File: src/rtl/pc_pkg.sv
// Shared types and constants for the program-counter unit.
package pc_pkg;

  typedef enum logic [1:0] {
    BOOT = 2'd0,
    RUN  = 2'd1,
    PEND = 2'd2
  } pc_state_t;

  localparam int unsigned DEFAULT_INSTR_BYTES = 4;

  // Shift that turns a word offset into a byte offset.
  function automatic int unsigned log2_bytes(input int unsigned bytes);
    return $clog2(bytes);
  endfunction

  localparam int unsigned INSTR_SHIFT = log2_bytes(DEFAULT_INSTR_BYTES);

  localparam logic [31:0] DEFAULT_RESET_VECTOR = 32'h0000_0000;
  localparam logic [31:0] DEFAULT_EXC_VECTOR   = 32'h8000_0180;

endpackage

File: src/rtl/pc_next_sel.sv
// Combinational next-PC arithmetic: sequential increment, branch target,
// aligned jump target, and jump-over-branch target selection.
module pc_next_sel
  import pc_pkg::*;
#(
  parameter int unsigned WIDTH       = 32,
  parameter int unsigned INSTR_BYTES = DEFAULT_INSTR_BYTES
) (
  input  logic [WIDTH-1:0] pc,
  input  logic [WIDTH-1:0] branch_offset,
  input  logic [WIDTH-1:0] jump_target,
  input  logic             jump,
  output logic [WIDTH-1:0] pc_plus4,
  output logic [WIDTH-1:0] redirect_target
);

  localparam int unsigned      SHIFT      = log2_bytes(INSTR_BYTES);
  localparam logic [WIDTH-1:0] ALIGN_MASK = ~WIDTH'(INSTR_BYTES - 1);

  logic [WIDTH-1:0] branch_target;
  logic [WIDTH-1:0] jump_aligned;

  // All sums wrap modulo 2^WIDTH; a jump always beats a branch.
  always_comb begin
    pc_plus4        = pc + WIDTH'(INSTR_BYTES);
    branch_target   = pc_plus4 + (branch_offset << SHIFT);
    jump_aligned    = jump_target & ALIGN_MASK;
    redirect_target = jump ? jump_aligned : branch_target;
  end

endmodule

File: src/rtl/pc_unit.sv
// Clocked program counter with stall hold, latched redirect during stall,
// exception vectoring and IF/ID flush pulse.
// Optional macro PC_MISALIGN_CHECK_EN: misaligned jump targets vector to
// EXC_VECTOR and pulse the extra 'misalign' output.
module pc_unit
  import pc_pkg::*;
#(
  parameter int unsigned      WIDTH        = 32,
  parameter logic [WIDTH-1:0] RESET_VECTOR = WIDTH'(DEFAULT_RESET_VECTOR),
  parameter logic [WIDTH-1:0] EXC_VECTOR   = WIDTH'(DEFAULT_EXC_VECTOR),
  parameter int unsigned      INSTR_BYTES  = DEFAULT_INSTR_BYTES
) (
  input  logic             clk,
  input  logic             reset,
  input  logic             stall,
  input  logic             branch_taken,
  input  logic [WIDTH-1:0] branch_offset,
  input  logic             jump,
  input  logic [WIDTH-1:0] jump_target,
  input  logic             exception,
  output logic [WIDTH-1:0] pc,
  output logic [WIDTH-1:0] pc_plus4,
  output logic             valid,
  output logic             flush,
  output logic             pending
`ifdef PC_MISALIGN_CHECK_EN
  ,
  output logic             misalign
`endif
);

  pc_state_t        state_q, state_d;
  logic [WIDTH-1:0] pc_q, pc_d;
  logic [WIDTH-1:0] target_q, target_d;
  logic             valid_q, valid_d;
  logic             flush_q, flush_d;
  logic             pending_q, pending_d;
  logic [WIDTH-1:0] redirect_target;
  logic             redirect;

`ifdef PC_MISALIGN_CHECK_EN
  localparam logic [WIDTH-1:0] LOW_MASK = WIDTH'(INSTR_BYTES - 1);
  logic misalign_q, misalign_d;
  logic pend_mis_q, pend_mis_d;
  logic jump_mis;
  assign jump_mis = (jump_target & LOW_MASK) != '0;
`endif

  pc_next_sel #(
    .WIDTH       (WIDTH),
    .INSTR_BYTES (INSTR_BYTES)
  ) u_next_sel (
    .pc              (pc_q),
    .branch_offset   (branch_offset),
    .jump_target     (jump_target),
    .jump            (jump),
    .pc_plus4        (pc_plus4),
    .redirect_target (redirect_target)
  );

  assign redirect = jump | branch_taken;

  // Next-state and next-register values; flush/misalign default low so they pulse.
  always_comb begin
    state_d   = state_q;
    pc_d      = pc_q;
    target_d  = target_q;
    valid_d   = valid_q;
    flush_d   = 1'b0;
    pending_d = pending_q;
`ifdef PC_MISALIGN_CHECK_EN
    misalign_d = 1'b0;
    pend_mis_d = pend_mis_q;
`endif
    case (state_q)
      BOOT: begin
        valid_d = 1'b1;
        state_d = RUN;
      end
      RUN: begin
        if (exception) begin
          pc_d    = EXC_VECTOR;
          flush_d = 1'b1;
        end else if (redirect && !stall) begin
          flush_d = 1'b1;
          pc_d    = redirect_target;
`ifdef PC_MISALIGN_CHECK_EN
          if (jump && jump_mis) begin
            pc_d       = EXC_VECTOR;
            misalign_d = 1'b1;
          end
`endif
        end else if (redirect) begin
          target_d  = redirect_target;
          pending_d = 1'b1;
          state_d   = PEND;
`ifdef PC_MISALIGN_CHECK_EN
          pend_mis_d = jump && jump_mis;
`endif
        end else if (!stall) begin
          pc_d = pc_plus4;
        end
      end
      PEND: begin
        if (exception || !stall) begin
          flush_d   = 1'b1;
          pending_d = 1'b0;
          state_d   = RUN;
          pc_d      = exception ? EXC_VECTOR : target_q;
`ifdef PC_MISALIGN_CHECK_EN
          // The misalignment of a latched jump is only acted on at release.
          if (!exception && pend_mis_q) begin
            pc_d       = EXC_VECTOR;
            misalign_d = 1'b1;
          end
          pend_mis_d = 1'b0;
`endif
        end
      end
      default: state_d = BOOT;
    endcase
  end

  // State and output registers with asynchronous reset.
  always_ff @(posedge clk or posedge reset) begin
    if (reset) begin
      state_q   <= BOOT;
      pc_q      <= RESET_VECTOR;
      target_q  <= '0;
      valid_q   <= 1'b0;
      flush_q   <= 1'b0;
      pending_q <= 1'b0;
`ifdef PC_MISALIGN_CHECK_EN
      misalign_q <= 1'b0;
      pend_mis_q <= 1'b0;
`endif
    end else begin
      state_q   <= state_d;
      pc_q      <= pc_d;
      target_q  <= target_d;
      valid_q   <= valid_d;
      flush_q   <= flush_d;
      pending_q <= pending_d;
`ifdef PC_MISALIGN_CHECK_EN
      misalign_q <= misalign_d;
      pend_mis_q <= pend_mis_d;
`endif
    end
  end

  assign pc      = pc_q;
  assign valid   = valid_q;
  assign flush   = flush_q;
  assign pending = pending_q;
`ifdef PC_MISALIGN_CHECK_EN
  assign misalign = misalign_q;
`endif

endmodule

File: config.mk
export PLATFORM = sky130hd
export DESIGN_NAME = pc_unit
export DESIGN_NICKNAME = d
export VERILOG_FILES = /design/src/rtl/pc_pkg.sv /design/src/rtl/pc_next_sel.sv /design/src/rtl/pc_unit.sv
export SDC_FILE = /design/constraint.sdc
export NUM_CORES = 1
export LEC_CHECK = 0
export ABC_CLOCK_PERIOD_IN_PS = 9000
export CORE_ASPECT_RATIO = 0.75
export CORE_MARGIN = 2
export CORE_UTILIZATION = 56
export CTS_CLUSTER_SIZE = 16
export DETAILED_ROUTE_END_ITERATION = 10
export GPL_TIMING_DRIVEN = 0
export PLACE_DENSITY_LB_ADDON = 0.12
export SLEW_MARGIN = 20
export SYNTH_ARGS = -nofsm -noshare
export SYNTH_HDL_FRONTEND = slang
export SYNTH_HIERARCHICAL = 1
export SYNTH_SLANG_ARGS = --single-unit
File: constraint.sdc
create_clock -name clk -period 9 [get_ports clk]
set_clock_uncertainty 0.2 [all_clocks]
set_input_delay 1.8 -clock clk [delete_from_list [all_inputs] [get_ports clk]]
set_output_delay 1.8 -clock clk [all_outputs]
set_load 0.05 [all_outputs]
Yosys cells after proc, flatten, opt, wreduce, memory -nomap -nowiden
Index checks and enable logic that the tools add are counted.
- flip-flop bits (word level): 69
- bits of input ports: 70
- logic and storage cells: 50
- add/subtract/negate cells: 2
- eq/ne operators: 8
- mux-type cells: 22
- bitwise gates (word level): 3
- reductions and logical operators: 9
- operators with widths (cell ; count):
    $mux 32 ; 7
    $pmux 32 s2 ; 1
    $add 32x3->32 const B ; 1
    $add 32x32->32 ; 1
    $reduce_and 4->1 ; 3
    $mux 2 ; 4
    $ne 2x2->1 const B ; 4
    $ne 4x4->1 const B ; 2
    $mux 1 ; 7
    $pmux 2 s3 ; 1
    $reduce_and 5->1 ; 1
    $pmux 1 s2 ; 2
    $eq 2x1->1 const B ; 1
    $eq 2x2->1 const B ; 1
    $logic_not 2->1 ; 1
    $not 1->1 ; 2
    $reduce_bool 2->1 ; 1
    $logic_and 1x1->1 ; 1
    $logic_not 1->1 ; 1
    $logic_or 1x1->1 ; 1
    $or 1x1->1 ; 1

Logic depth before layout (Yosys ltp)
Gate-level depths: netlist of run 1.
- depth in word-level cells: 6
- mapped depth: 18
- gate-level depth less buffers: 17

Cells and area by module
The synthesis of run 1 kept the hierarchy.
- modules (own cells, without submodules) (module ; instances ; cells each ; area each (µm²) ; seq. area each (µm²)):
    pc_unit ; 1 ; 321 ; 3726.1 ; 1726.7
    pc_next_sel ; 1 ; 364 ; 2459.9 ; 0.0

Least setup slack after synthesis of run 1
Ideal clock, no wire load.
- kind: register -> register
- start: register pc_q[5] (netlist: pc[5])
- end: register pc_q[24] (netlist: pc[24])
- arrival time: 4.658 ns
- required time: 8.671 ns
- setup slack: 4.013 ns
- cell stages (with the launch flop): 16
- path buffers: 0
- clock period less this slack: 4.987 ns
- cells stage by stage: dfrtp_1 -> and4_1 -> nand3_4 -> nor2_1 -> nand3_1 -> xnor2_1 -> ha_1 -> a21o_1 -> a31oi_2 -> o221ai_2 -> a311o_1 -> a221oi_2 -> xor2_1 -> o21ai_1 -> nor3_1 -> o41ai_2
- word-level cells in the longest chain between the ends: 6
- elaborated cells between the ends (all ways): 8
- ends and longest elaborated chain (element ; line ; source):
    from (decl) ; pc_unit.sv:33 ; logic [WIDTH-1:0] pc_q, pc_d;
    from (signal assigned) ; pc_unit.sv:139 ; pc_q <= pc_d;
    $add 32x3->32 ; pc_next_sel.sv:25 ; pc_plus4 = pc + WIDTH'(INSTR_BYTES);
    named net pc_plus4[13] ; pc_unit.sv:22 ; output logic [WIDTH-1:0] pc_plus4,
    $add 32x32->32 ; pc_next_sel.sv:26 ; branch_target = pc_plus4 + (branch_offset << SHIFT);
    $mux 32 ; pc_next_sel.sv:28 ; redirect_target = jump ? jump_aligned : branch_target;
    named net redirect_target[24] ; pc_unit.sv:38 ; logic [WIDTH-1:0] redirect_target;
    $mux 32 ; pc_unit.sv:84 ; end else if (redirect && !stall) begin
    $mux 32 ; pc_unit.sv:81 ; if (exception) begin
    $pmux 32 s2 ; pc_unit.sv:75 ; case (state_q)
The timed path passes the listed nets, and every way through them passes these cells. The select of a mux whose other input is x is not followed.
A chain may end at the register's enable or synchronous reset.

Final worst setup path of run 1
- start: register pc_q[11] (netlist: pc[11])
- end: output pc_plus4[24]
- word-level cells in the longest chain between the ends: 1
- ends and longest elaborated chain (element ; line):
    $add 32x3->32 ; pc_next_sel.sv:25
    to (decl) ; pc_unit.sv:22
No other way between the ends.

==> flow_summary.yaml, run 1 <==
outcome:
  status: "completed"
timing:
  finalCritPeriodShare_pct: 61.9
  tightest_slew_ns: 1.02
  slew_headroom_pct: 31.4
  fmax_ghz: 0.179
  slew_viol_final: 0
  whs_ns: 0.270
  hold_viol: 0
  finalSetupTns_ns: 0
  setup_viol: 0
  rsz0062_at_grt: "no"
  layout_min_cycle_time_ns: 5.58
power:
  seq_power_share_pct: 21.2
  powerDensity_nw_per_um2: 325
  p_int_mw: 1.31
  fin_total_pwr_mw: 2.60
  p_clk_share_pct: 13.9
  netSwitchingPower_mw: 1.28
  p_comb_share_pct: 64.9
  vdd_drop_max_v: 0.000227
  p_sw_share_pct: 49.4
  p_leak_nw: 3.57
job:
  cap_viol_max_count: 0
yosys:
  yosysUniqueCellTypes: 66
  synth-edff-count: 0
  syn-num-nets: 795
  synth_area_per_cell_um2: 9.03
  synth-seq-cells: 69
  syn-cell-area_um2: 6190
  synth_flop_cell: "dfrtp_1"
  async_flop_share_pct: 100
  syn_inst: 685
  yosys_warnings: 6
  ys_seq_area_share_pct: 27.9
cts:
  clock-sinks: 69
  cts_buffers: 9
  root_buffer: "clkbuf_16"
  cts.path.max_buffers: 2
  cts_hold_buffers: 0
  path_clk_slew_ns: 0.06
  clk_latency_ns: 0.34
  cts_resized: 0
  cts_tree: "done"
  cts_setup_buffers: 0
  htreeDepth: 3
placed_design:
  port_buffers: 132
  place_hpwl_um: 14600
  gp_congestion: 0.976
critical_path:
  required_ns: 7.00
  crit_buf_inv: 1
  worstPathMaxFanout: 7
  crit_type: "flop to output port"
  path_delay_family: "simple AND/OR/NAND/NOR gates"
  crit_path_end_kind: "output port"
  slowest_stage: "clkdlybuf4s50_1"
  worstPathCellList: "and4_4 > nand4_4 > nor4_1 > nand2_1 > xnor2_1 > clkdlybuf4s50_1"
  crit_arrival_ns: 3.58
  cpPeakStageDelay_ns: 0.87
  start_kind: "flop"
die:
  die_width_um: 125
  start_util_pct: 57.0
  dieArea_um2: 11900
  rows: 33
  die_h_um: 95.0
  num_io_pins: 137
  core_area_um2: 10900
cells_and_area:
  nets: 939
  area_growth_pct: 29.2
  drive_gt1_share_pct: 15.0
  n_antenna_cell: 0
routing:
  drtPass1Iterations: 5
  routedWlPerCell_um: 20.1
  drt_iter0_drc: 607
  drt-total-wl_um: 19600
  ant_nets: 0
  drcViolationCount: 0
  via_per_inst: 6.22
  vias: 6051
global_routing:
  grt-ovfl-total: 0
  grt_max_degree: 41
  first_global_vias: 6259
  track_usage_pct: 33.2
  grt_pass1_wl_um: 31200
  antenna_found_initial: 0
worst_hold_path:
  min_path_type: "flop to flop"
[placed cells by master (no fill, tap or decap), types with 3 or more instances in the layout]
| cell type | n |
|---|---|
| a21oi_1 | 35 |
| buf_6 | 8 |
| clkdlybuf4s50_1 | 132 |
| nor3_1 | 58 |
| buf_2 | 10 |
| and3_1 | 5 |
| or3_1 | 6 |
| o21a_1 | 3 |
| a21oi_2 | 3 |
| a31oi_1 | 3 |
| nand2_1 | 98 |
| clkbuf_16 | 9 |
| ha_1 | 39 |
| o21ai_1 | 5 |
| clkbuf_1 | 18 |
| inv_1 | 13 |
| dfrtp_1 | 69 |
| nand2b_1 | 3 |
| nand4_1 | 10 |
| o21ai_0 | 37 |
| a21o_1 | 15 |
| mux2_2 | 8 |
| buf_4 | 3 |
| o21bai_1 | 6 |
| o41ai_2 | 27 |
| nor2b_1 | 36 |
| nor2_1 | 25 |
| xor2_1 | 12 |
| o31ai_1 | 3 |
| xnor2_1 | 41 |
| nand3_1 | 16 |
| mux2_4 | 29 |
[synth_stat cells, types with 2 or more instances]
| library cell | n | area (um2) |
|---|---|---|
| xor2_1 | 12 | 105 |
| ha_1 | 39 | 488 |
| o211ai_1 | 2 | 15.0 |
| nor2_1 | 25 | 93.8 |
| or3_1 | 6 | 37.5 |
| nand4_1 | 10 | 62.6 |
| buf_6 | 8 | 90.1 |
| a21oi_2 | 3 | 26.3 |
| a21oi_1 | 35 | 175 |
| nand3_1 | 16 | 80.1 |
| o21ai_1 | 5 | 25.0 |
| o41ai_1 | 2 | 17.5 |
| or2_2 | 2 | 12.5 |
| o41ai_2 | 27 | 439 |
| xnor2_1 | 41 | 359 |
| nor2b_1 | 36 | 225 |
| dfrtp_1 | 69 | 1730 |
| buf_2 | 10 | 50.1 |
| o31ai_1 | 3 | 22.5 |
| nand2_1 | 98 | 368 |
| mux2_2 | 8 | 90.1 |
| inv_1 | 14 | 52.6 |
| o21ai_0 | 37 | 185 |
| o21bai_1 | 6 | 45.0 |
| mux2_4 | 29 | 435 |
| and4_1 | 2 | 17.5 |
| o21a_1 | 3 | 22.5 |
| nand2b_1 | 3 | 18.8 |
| buf_4 | 3 | 22.5 |
| and3_1 | 5 | 31.3 |
| clkbuf_1 | 18 | 67.6 |
| a31oi_1 | 3 | 18.8 |
| a21o_1 | 15 | 113 |
| nor3_1 | 58 | 290 |
[per-stage QoR]
stage | instance area, um2 | instances | utilization (%) | worst slack (ns)
after CTS | 8000 | 973 | 73.6 | 3.48
after detailed placement | 7700 | 958 | 71.0 | 3.45
after floorplan | 6190 | 685 | - | 4.01
final | 8000 | 973 | 73.6 | 3.42
after global routing | 8000 | 973 | 73.6 | 3.22
after global placement | 7680 | 957 | 70.7 | 3.53
[flip-flops by register name, summed over array words and instances (netlist names)]
| register | count |
|---|---|
| flush | 1 |
| pc | 32 |
| pending | 1 |
| state_q | 2 |
| target_q | 32 |
| valid | 1 |
[area by class of cell]
cell class	instances	area (um2)
clock buffers	9	225
inverters	14	55.1
repair buffers	133	1340
flip-flops and latches	69	1730
fillers	810	2860
well taps	140	175
plain buffers	40	235
clock inverters	6	65.1
multi-input cells	562	4170
[per-layer routing]
layer / share of wire (%) / track usage [%] / vias up
li1: - / - / 2749
met3: 9.6 / 9.82 / 44
met2: 46 / 53.5 / 356
met4: 2.1 / 13.6 / 0
met5: 0 / 0 / -
met1: 42 / 42.4 / 2902
[worst register-to-register path, stage by stage, from the launching register on]
cell and delay [ns]:
dfrtp_1 0.50, and4_4 0.33, nand4_4 0.16, nor4_1 0.86, nand2_1 0.16, xnor2_1 0.36
ha_1 0.37, a21o_1 0.19, a21oi_1 0.19, nand2_1 0.08, o31ai_1 0.48, o21ai_0 0.21
xnor2_1 0.17, o21ai_0 0.24, nor3_1 0.10, o41ai_2 0.29
[path summary, 6_finish.rpt]
path / cells after the start / end / slack [ns] / from
max: 6 / pc_plus4[24] / 3.42 / pc[11]$_DFFE_PP0P_
min: 1 / valid$_DFFE_PP0P_ / 0.27 / valid$_DFFE_PP0P_
max reg2reg: 15 / pc[30]$_DFFE_PP0P_ / 4.03 / pc[11]$_DFFE_PP0P_
min reg2reg: 1 / valid$_DFFE_PP0P_ / 0.27 / valid$_DFFE_PP0P_
max in group asynchronous: 3 / target_q[22]$_DFFE_PP0P_ / 6.43 / reset
min in group asynchronous: 2 / pc[1]$_DFFE_PP0P_ / 1.60 / reset
[cells by family after synthesis]
kind of cell	share of synthesized area [%]
compound gates	20.1
xor+xnor	7.77
fa+ha+maj	8.21
buf+inv	4.65
flops	27.9
mux	8.66
simple gates	22.7
[power by group through the flow]
stage / Sequential [mW] / Combinational (mW) / Clock (mW)
2_1_floorplan: 0.675 / 1.06 / 0
3_3_place_gp: 0.541 / 1.61 / 0
3_5_place_dp: 0.549 / 1.65 / 0
4_1_cts: 0.547 / 1.67 / 0.361
5_1_grt: 0.564 / 1.79 / 0.377
6_report: 0.551 / 1.68 / 0.359
Power figures use the tool's default switching activity.
==> run 2, diff against run 1 <==
- ABC_CLOCK_PERIOD_IN_PS: 9000 -> 5700
- CORE_UTILIZATION: 56 -> 52
- clock period: 9 -> 5.7 ns (I/O delays scaled with it)
==> run 2 against run 1 <==
  * Wire length rose by 2.8%
  * Highest routed layer unchanged
  * Count of clock-buffer cells in the layout rose by 4
  * Power up 59%
  * Sequential power grew 58%
  * Sequential share of layout area is 0.13 points lower
  * First-iteration DRC count down 29%
==> flow_summary.yaml, run 2 (synthesis gave the netlist of run 1 again) <==
timing:
  rsz0062_at_grt: "no"
  slew_viol_final: 0
  tightest_slew_ns: 1.08
  fmax_ghz: 0.200
  layout_min_cycle_time_ns: 4.99
  slew_headroom_pct: 27.3
  finalSetupTns_ns: 0
  hold_viol: 0
  finalCritPeriodShare_pct: 87.6
  setup_viol: 0
cells_and_area:
  area_growth_pct: 30.1
  nets: 939
  final_common_cell: "clkdlybuf4s50_1"
  layout_common_cells: "132 x clkdlybuf4s50_1, 98 x nand2_1, 69 x dfrtp_1"
  n_antenna_cell: 0
  drive_gt1_share_pct: 15.0
cts:
  cts_hold_buffers: 0
  cts.path.max_buffers: 2
  cts_resized: 0
  cts_setup_buffers: 0
  cts_tree: "done"
  path_clk_slew_ns: 0.06
  cts_buffers: 9
  htreeDepth: 3
  clock-sinks: 69
  root_buffer: "clkbuf_16"
  clk_latency_ns: 0.34
die:
  die_h_um: 98.5
  core_area_um2: 11600
  rows: 34
  num_io_pins: 137
  start_util_pct: 53.3
  die_width_um: 130
  dieArea_um2: 12800
global_routing:
  grt_pass1_wl_um: 31700
  grt_max_degree: 36
  grt-ovfl-total: 0
  first_global_vias: 6038
  track_usage_pct: 32.0
  antenna_found_initial: 0
critical_path:
  worstPathMaxFanout: 7
  required_ns: 5.74
  crit_type: "flop to flop"
  crit_arrival_ns: 5.03
  crit_path_end_kind: "flop"
  start_kind: "flop"
routing:
  drt-total-wl_um: 20100
  ant_nets: 0
  vias: 5997
  drt_iter0_drc: 428
  drcViolationCount: 0
  routedWlPerCell_um: 20.2
  via_per_inst: 6.02
  drtPass1Iterations: 5
placed_design:
  gp_congestion: 0.979
  place_hpwl_um: 15100
  port_buffers: 132
job:
  cap_viol_max_count: 0
power:
  powerDensity_nw_per_um2: 513
  p_leak_nw: 3.59
  vdd_drop_max_v: 0.000342
  fin_total_pwr_mw: 4.13
outcome:
  status: "completed"
worst_hold_path:
  min_path_type: "flop to flop"
run 2: stage by stage:
stage,setup slack (ns),std cells,utilization (%),hold slack (ns),instance area (um2)
after floorplan,0.713,685,-,0.280,6190
after global placement,0.858,979,66.4,0.250,7710
after detailed placement,0.772,980,66.6,0.255,7730
after CTS,0.824,996,69.3,0.273,8050
after global routing,0.582,996,69.3,0.296,8050
final,0.709,996,69.3,0.275,8050
run 2: final cells by class:
type | instances | area [um2]
clock buffer | 13 | 270
buffer | 40 | 235
sequential | 69 | 1730
fill | 919 | 3570
inverter | 14 | 55.1
tap | 162 | 203
clock inverter | 3 | 42.5
timing repair buffer | 133 | 1340
multi-input combinational | 562 | 4170
run 2: final timing paths:
kind | slack [ns] | cells past startpoint | start | to
setup / recovery | 0.71 | 15 | pc[11]$_DFFE_PP0P_ | pc[30]$_DFFE_PP0P_
hold / removal | 0.27 | 1 | valid$_DFFE_PP0P_ | valid$_DFFE_PP0P_
setup reg to reg | 0.71 | 15 | pc[11]$_DFFE_PP0P_ | pc[30]$_DFFE_PP0P_
hold reg to reg | 0.27 | 1 | valid$_DFFE_PP0P_ | valid$_DFFE_PP0P_
max in group asynchronous | 3.75 | 3 | reset | target_q[18]$_DFFE_PP0P_
min in group asynchronous | 0.98 | 2 | reset | target_q[1]$_DFFE_PP0P_
run 2: power by group:
| group | internal (mW) | total (mW) | leakage [nW] | switching, mW |
|---|---|---|---|---|
| registers | 0.685 | 0.872 | 0.868 | 0.187 |
| logic | 1.05 | 2.66 | 2.57 | 1.60 |
| clock network | 0.374 | 0.601 | 0.152 | 0.227 |
| total | 2.11 | 4.13 | 3.59 | 2.02 |
run 2: per-layer routing:
metal	vias to the layer above	routed length [um]	global-route usage [%]
met5	-	0	0
met3	34	1610	5.65
met4	0	328	9.51
li1	2758	-	-
met1	2894	8870	45.1
met2	311	9290	50.4
run 2: critical path, stage by stage, from the launching register on:
cell     delay [ns]
dfrtp_1        0.49
and4_4         0.33
nand4_4        0.17
nor4_1         0.91
nand2_1        0.17
xnor2_1        0.35
ha_1           0.36
a21o_1         0.18
a21oi_1        0.19
nand2_1        0.07
o31ai_1        0.47
o21ai_0        0.20
xnor2_1        0.18
o21ai_0        0.22
nor3_1         0.10
o41ai_2        0.29
